===== src/rtl/intlv_word_packer.sv =====
// intlv_word_packer
// Serial-to-parallel packer in front of the Tx interleaver. Coded bits are
// gathered into 18-bit words of K = 3/6/12/18 bits (BPSK/QPSK/16QAM/64QAM),
// 16 words per OFDM symbol, and handed to the bit-order regulator over a
// valid/ready handshake.
//
// Ports:
//   clk         in   system clock, rising edge
//   rst_n       in   asynchronous active-low reset
//   sym_start   in   1-cycle start-of-symbol pulse, latches mod when IDLE
//   mod         in   [1:0] 0=BPSK 1=QPSK 2=16QAM 3=64QAM
//   bit_in      in   coded bit
//   bit_valid   in   bit_in valid
//   bit_ready   out  packer accepts bit_in this cycle
//   word_out    out  [17:0] packed word, bit i = i-th bit received, bits >= K zero
//   word_mod    out  [1:0] modulation of word_out
//   word_valid  out  word_out valid
//   word_ready  in   downstream accepts word_out
//   word_last   out  word_out is the last word of the symbol
//   err         out  sticky: sym_start seen while a symbol was in progress
module intlv_word_packer #(
    parameter int unsigned WORDS_PER_SYM = 16
) (
    input  logic        clk,
    input  logic        rst_n,
    input  logic        sym_start,
    input  logic [1:0]  mod,
    input  logic        bit_in,
    input  logic        bit_valid,
    output logic        bit_ready,
    output logic [17:0] word_out,
    output logic [1:0]  word_mod,
    output logic        word_valid,
    input  logic        word_ready,
    output logic        word_last,
    output logic        err
);

    localparam int unsigned WcW = $clog2(WORDS_PER_SYM);

    typedef enum logic [0:0] {StIdle, StFill} state_e;

    state_e          state_q, state_d;
    logic [1:0]      mod_q, mod_d;
    logic [4:0]      bit_cnt_q, bit_cnt_d;
    logic [WcW-1:0]  word_cnt_q, word_cnt_d;
    logic [17:0]     fill_q, fill_d;
    logic            fill_full_q, fill_full_d;
    logic [17:0]     word_out_q, word_out_d;
    logic [1:0]      word_mod_q, word_mod_d;
    logic            word_valid_q, word_valid_d;
    logic            word_last_q, word_last_d;
    logic            err_q, err_d;

    logic [4:0]      k_m1;
    logic            slot_free;
    logic            accept;
    logic            word_done;
    logic            xfer;
    logic [17:0]     fill_bits;

    always_comb begin
        unique case (mod_q)
            2'd0:    k_m1 = 5'd2;
            2'd1:    k_m1 = 5'd5;
            2'd2:    k_m1 = 5'd11;
            default: k_m1 = 5'd17;
        endcase
    end

    assign bit_ready = (state_q == StFill) && !fill_full_q;
    assign slot_free = !word_valid_q || word_ready;
    assign accept    = bit_valid && bit_ready;
    assign word_done = accept && (bit_cnt_q == k_m1);
    // A completed word moves out either straight from the incoming bit or,
    // after a stall, from the held full fill register.
    assign xfer      = (word_done || fill_full_q) && slot_free;

    // Fill contents including the bit being accepted this cycle, so a word
    // can be loaded on the same edge its last bit arrives.
    always_comb begin
        fill_bits = fill_q;
        if (accept) begin
            fill_bits[bit_cnt_q] = bit_in;
        end
    end

    always_comb begin
        state_d      = state_q;
        mod_d        = mod_q;
        bit_cnt_d    = bit_cnt_q;
        word_cnt_d   = word_cnt_q;
        fill_d       = fill_q;
        fill_full_d  = fill_full_q;
        word_out_d   = word_out_q;
        word_mod_d   = word_mod_q;
        word_valid_d = word_valid_q;
        word_last_d  = word_last_q;
        err_d        = err_q;

        if (word_valid_q && word_ready) begin
            word_valid_d = 1'b0;
        end

        unique case (state_q)
            StIdle: begin
                // The output register may still hold the previous symbol's
                // last word; it is left untouched here.
                if (sym_start) begin
                    mod_d      = mod;
                    bit_cnt_d  = '0;
                    word_cnt_d = '0;
                    state_d    = StFill;
                end
            end
            StFill: begin
                if (sym_start) begin
                    err_d = 1'b1;
                end
                if (accept) begin
                    fill_d    = fill_bits;
                    bit_cnt_d = word_done ? 5'd0 : bit_cnt_q + 5'd1;
                    if (word_done && !slot_free) begin
                        fill_full_d = 1'b1;
                    end
                end
                if (xfer) begin
                    word_out_d   = fill_bits;
                    word_mod_d   = mod_q;
                    word_last_d  = (word_cnt_q == WcW'(WORDS_PER_SYM - 1));
                    word_valid_d = 1'b1;
                    fill_d       = '0;
                    fill_full_d  = 1'b0;
                    if (word_cnt_q == WcW'(WORDS_PER_SYM - 1)) begin
                        word_cnt_d = '0;
                        state_d    = StIdle;
                    end else begin
                        word_cnt_d = word_cnt_q + 1'b1;
                    end
                end
            end
            default: state_d = StIdle;
        endcase
    end

    always_ff @(posedge clk or negedge rst_n) begin
        if (!rst_n) begin
            state_q      <= StIdle;
            mod_q        <= '0;
            bit_cnt_q    <= '0;
            word_cnt_q   <= '0;
            fill_q       <= '0;
            fill_full_q  <= 1'b0;
            word_out_q   <= '0;
            word_mod_q   <= '0;
            word_valid_q <= 1'b0;
            word_last_q  <= 1'b0;
            err_q        <= 1'b0;
        end else begin
            state_q      <= state_d;
            mod_q        <= mod_d;
            bit_cnt_q    <= bit_cnt_d;
            word_cnt_q   <= word_cnt_d;
            fill_q       <= fill_d;
            fill_full_q  <= fill_full_d;
            word_out_q   <= word_out_d;
            word_mod_q   <= word_mod_d;
            word_valid_q <= word_valid_d;
            word_last_q  <= word_last_d;
            err_q        <= err_d;
        end
    end

    assign word_out   = word_out_q;
    assign word_mod   = word_mod_q;
    assign word_valid = word_valid_q;
    assign word_last  = word_last_q;
    assign err        = err_q;

endmodule


===== config.mk =====
export PLATFORM = sky130hd
export DESIGN_NAME = intlv_word_packer
export DESIGN_NICKNAME = d
export VERILOG_FILES = /design/src/rtl/intlv_word_packer.sv
export SDC_FILE = /design/constraint.sdc
export NUM_CORES = 1
export LEC_CHECK = 0
export ABC_AREA = 1
export CORE_ASPECT_RATIO = 1.2
export CORE_UTILIZATION = 49
export DETAILED_ROUTE_END_ITERATION = 16
export PLACE_DENSITY_LB_ADDON = 0.1
export SLEW_MARGIN = 20
export SYNTH_ARGS = -nofsm -noshare
export SYNTH_HDL_FRONTEND = slang
export SYNTH_SLANG_ARGS = --single-unit

===== constraint.sdc =====
create_clock -name clk -period 2.1 [get_ports clk]
set_input_delay 0.21 -clock clk [delete_from_list [all_inputs] [get_ports clk]]
set_output_delay 0.21 -clock clk [all_outputs]
set_load 0.01 [all_outputs]

==> results <==
- The number of antenna diodes in the final layout is 0.
- The data required time of the worst path is 2.35 ns.
- In this run the count of I/O pins placed on the die edge is 32.
- Of all cell types, the one taking the most synthesized area is dfrtp_1.
- After synthesis the cells add up to 0.00263 sq mm.
- The count of routing violations after the opening detailed-route iteration is 208.
- Summed over all nets, the half-perimeter wirelength after detailed placement is 4.08 mm.
- Across the run, the number of max-cap violations was 0.
- The largest net degree at the start of global routing is 32.
- The number of hold-slack violations in the final timing report is 0.
- In this run the worst path has a maximum fanout of 18.
- The startpoint kind of the worst setup timing path is a flop.
- In this run the remaining antenna-violating nets after routing total 0.
- The final RePlAce weighted congestion is 0.825.
- The number of optimization iterations in the first detailed-route pass is 4.
- Synthesis inferred 54 register bits.
- The clock tree from TritonCTS is built.
- The total of buffers placed on input and output ports is 31.
- The critical path is of the reg2reg type.
- IR analysis of the VDD net gives a maximum drop of 0.698 mV.
- STA puts the critical path data arrival time at 2.15 ns.
- The number of H-tree levels is 2.
- The CTS root buffer is clkbuf_8.
- The number of instances in the synthesized netlist is 339.
- The routed wire length per instance is 13.6 um.
- Yosys printed 0 warnings.
- The net count of the mapped netlist is 352.
- The flop-to-flop setup slack is 0.20 ns.
- The initial core utilization is 52.1%.
- In this run the static leakage power is 1.60 nW.
- The worst clock skew is 0.00590 ns.
- The portion of the post-synthesis area used by sequential elements is 51.5%.
- For this run, design rule violations remaining after detail routing come to 0.
- The post-route minimum period is 1.90 ns.
- The number of antenna violations at the first check in global routing is 0.
- The worst min-delay path class is in2async.
- Detailed routing inserted a total of 2,291 vias.
- The power after layout is 3.89 mW.
- The top cell type's share of synthesized area is 51.5%.
- The maximum achievable frequency is 527 MHz.
- Of the cells placed in the final design, the portion with a size suffix greater than 1 is 6.42%.
- The measured slew at the worst slew-check pin is 0.568 ns.
- Counting the buffers created by CTS gives 5.
- The synthesized netlist contains 23 unique library cells.
- For the worst-skew pair, the clock arrives at the later sink with an insertion delay of 0.30 ns.
- The die covers 0.00566 sq mm.
- Setup repair after global routing left no endpoint under its margin.
- The number of max-slew violations in the final report is 0.
- The average cell area after synthesis is 7.75 sq um.
- The fill cell total of the finished layout is 473.
- The area growth from synthesis to layout is 19.6%.
- By area the synthesized netlist is led by dfrtp_1, nand2_1, nand3_1.
- The worst path uses 90.4% of the clock period.
- The final hold slack is 0.422 ns.
- The core outline area is 0.00504 sq mm.
- The number of global-route vias before repair is 2,178.
- The first global-routing pass estimated 9.96 mm of wire.
- The clock edge transition at the registers on the reported setup and hold paths is 0.09 ns.
- The flow ran to the end, and the final reports show no timing, DRC or antenna violations.
- For this run the aggregate overflow at the end of global routing stands at 0.
- The height of the chip is 82.2 um.
- No sink is reached through more buffers than the 2 on the longest clock path.
- The clock drives 54 sinks.
- After routing, the total negative slack on setup checks comes to 0 ns.
- At the end of the flow, the number of nets in the layout was 387.
- The row count is 28.
- Measured along the x axis, the die boundary spans 68.8 um.
- The capturing element type of the critical path is a flop.
- For this design the ratio of total power to cell area is 1240 mW/mm^2.
- The wire length after detailed routing is 5.92 mm.
- The total track usage is 23.8%.
- The max-slew headroom at the worst pin is 62.1%.
- In this run, post-CTS repair resized a total of 0 instances.
- The total setup violations reported at the end of the flow is 0.
- In the routed layout, each cell is associated on average with a via count of 5.28.
-- cell usage after synthesis --
master    count
nand4_1       1
inv_2         3
buf_2         6
nor2_1       42
a21o_1        1
nor3_1        3
ha_1          5
clkinv_1      1
nand2_2       2
a21oi_1      23
o211ai_1      2
dfrtp_1      54
nand3b_1      1
o21ai_0      11
o21ai_1       3
nand2_1     120
xor2_1        2
a31oi_2       1
buf_6         1
clkbuf_1      5
nand3_2       2
inv_1        16
nand3_1      34
-- sequential cells by signal (all words and copies together) (netlist names) --
name	count
fill_full_q	1
fill_q	18
word_cnt_q	4
word_last	1
err	1
word_mod	2
word_valid	1
word_out	18
bit_cnt_q	5
state_q	1
mod_q	2
-- cells in the final DEF (no fill, tap or decap), types with 5 or more instances in the layout --
cell type / Yosys / final
clkdlybuf4s50_1: 0 / 30
dfrtp_1: 54 / 54
a21oi_1: 23 / 23
buf_4: 0 / 7
clkbuf_8: 0 / 6
ha_1: 5 / 5
nand3_1: 34 / 34
nor2_1: 42 / 42
o21ai_0: 11 / 11
nand2_1: 120 / 120
inv_1: 16 / 16
-- per-stage QoR --
| step | instance area [sq um] | setup slack, ns | std cells | util [%] |
|---|---|---|---|---|
| floorplan | 2630 | 0.496 | 339 | - |
| detailed placement | 3020 | 0.187 | 426 | 59.8 |
| finish | 3140 | 0.202 | 434 | 62.3 |
| global placement | 3020 | 0.233 | 426 | 59.8 |
| global route | 3140 | 0.00849 | 434 | 62.3 |
| CTS | 3140 | 0.214 | 434 | 62.3 |
-- repair_timing --
item | CTS | global route
setup endpoints to repair | 0 | 0
hold buffers | 1 | 0
hold endpoints to repair | 23 | 0
setup buffers | 0 | 0
-- report_power, final --
group	switching (mW)	leakage [nW]	internal, mW
Clock	0.329	0.0573	0.382
Sequential	0.272	0.713	1.40
Combinational	0.858	0.834	0.652
Total	1.46	1.60	2.44
-- final timing paths --
kind / depth (start not counted) / from / to
min reg2reg: 1 / err / err
min: 2 / rst_n / bit_cnt_q[1]
min in group clk: 1 / err / err
max in group asynchronous: 3 / rst_n / fill_q[1]
max: 11 / bit_cnt_q[3] / word_out[8]
max reg2reg: 11 / bit_cnt_q[3] / word_out[8]
-- cell families after synthesis --
logic type,share of synthesized area (%)
AND/OR/NAND/NOR,32.0
flip-flops,51.5
AO/OA/AOI/OAI,8.38
buffers and inverters,5.15
adder cells (fa/ha/maj),2.38
XOR/XNOR,0.667
-- layout make-up --
type | count | area, sq um | share of cell area, %
clock buffers | 6 | 82.6 | 2.63
clock inverters | 1 | 30.0 | 0.956
inverters | 20 | 75.1 | 2.39
multi-input cells | 253 | 1140 | 36.3
flip-flops and latches | 54 | 1350 | 43.0
well taps | 60 | 75.1 | 2.39
repair buffers | 40 | 388 | 12.3
-- layer usage --
metal	track usage, %	routed length, um	vias up
li1	-	-	1151
met1	31.8	2760	1062
met2	38.5	2770	65
met3	4.67	277	13
met4	7.76	109	0
met5	0	0	-
-- critical path: stages (launching register included) --
cell	delay (ns)
dfrtp_1	0.46
inv_1	0.23
nand2_1	0.08
nand2_1	0.07
nand2_1	0.05
nor2_1	0.11
nand3_2	0.16
nand2_2	0.13
nand3_2	0.09
inv_2	0.27
nand2_1	0.10
nand2_1	0.07
(Power assumes the default switching activity.)
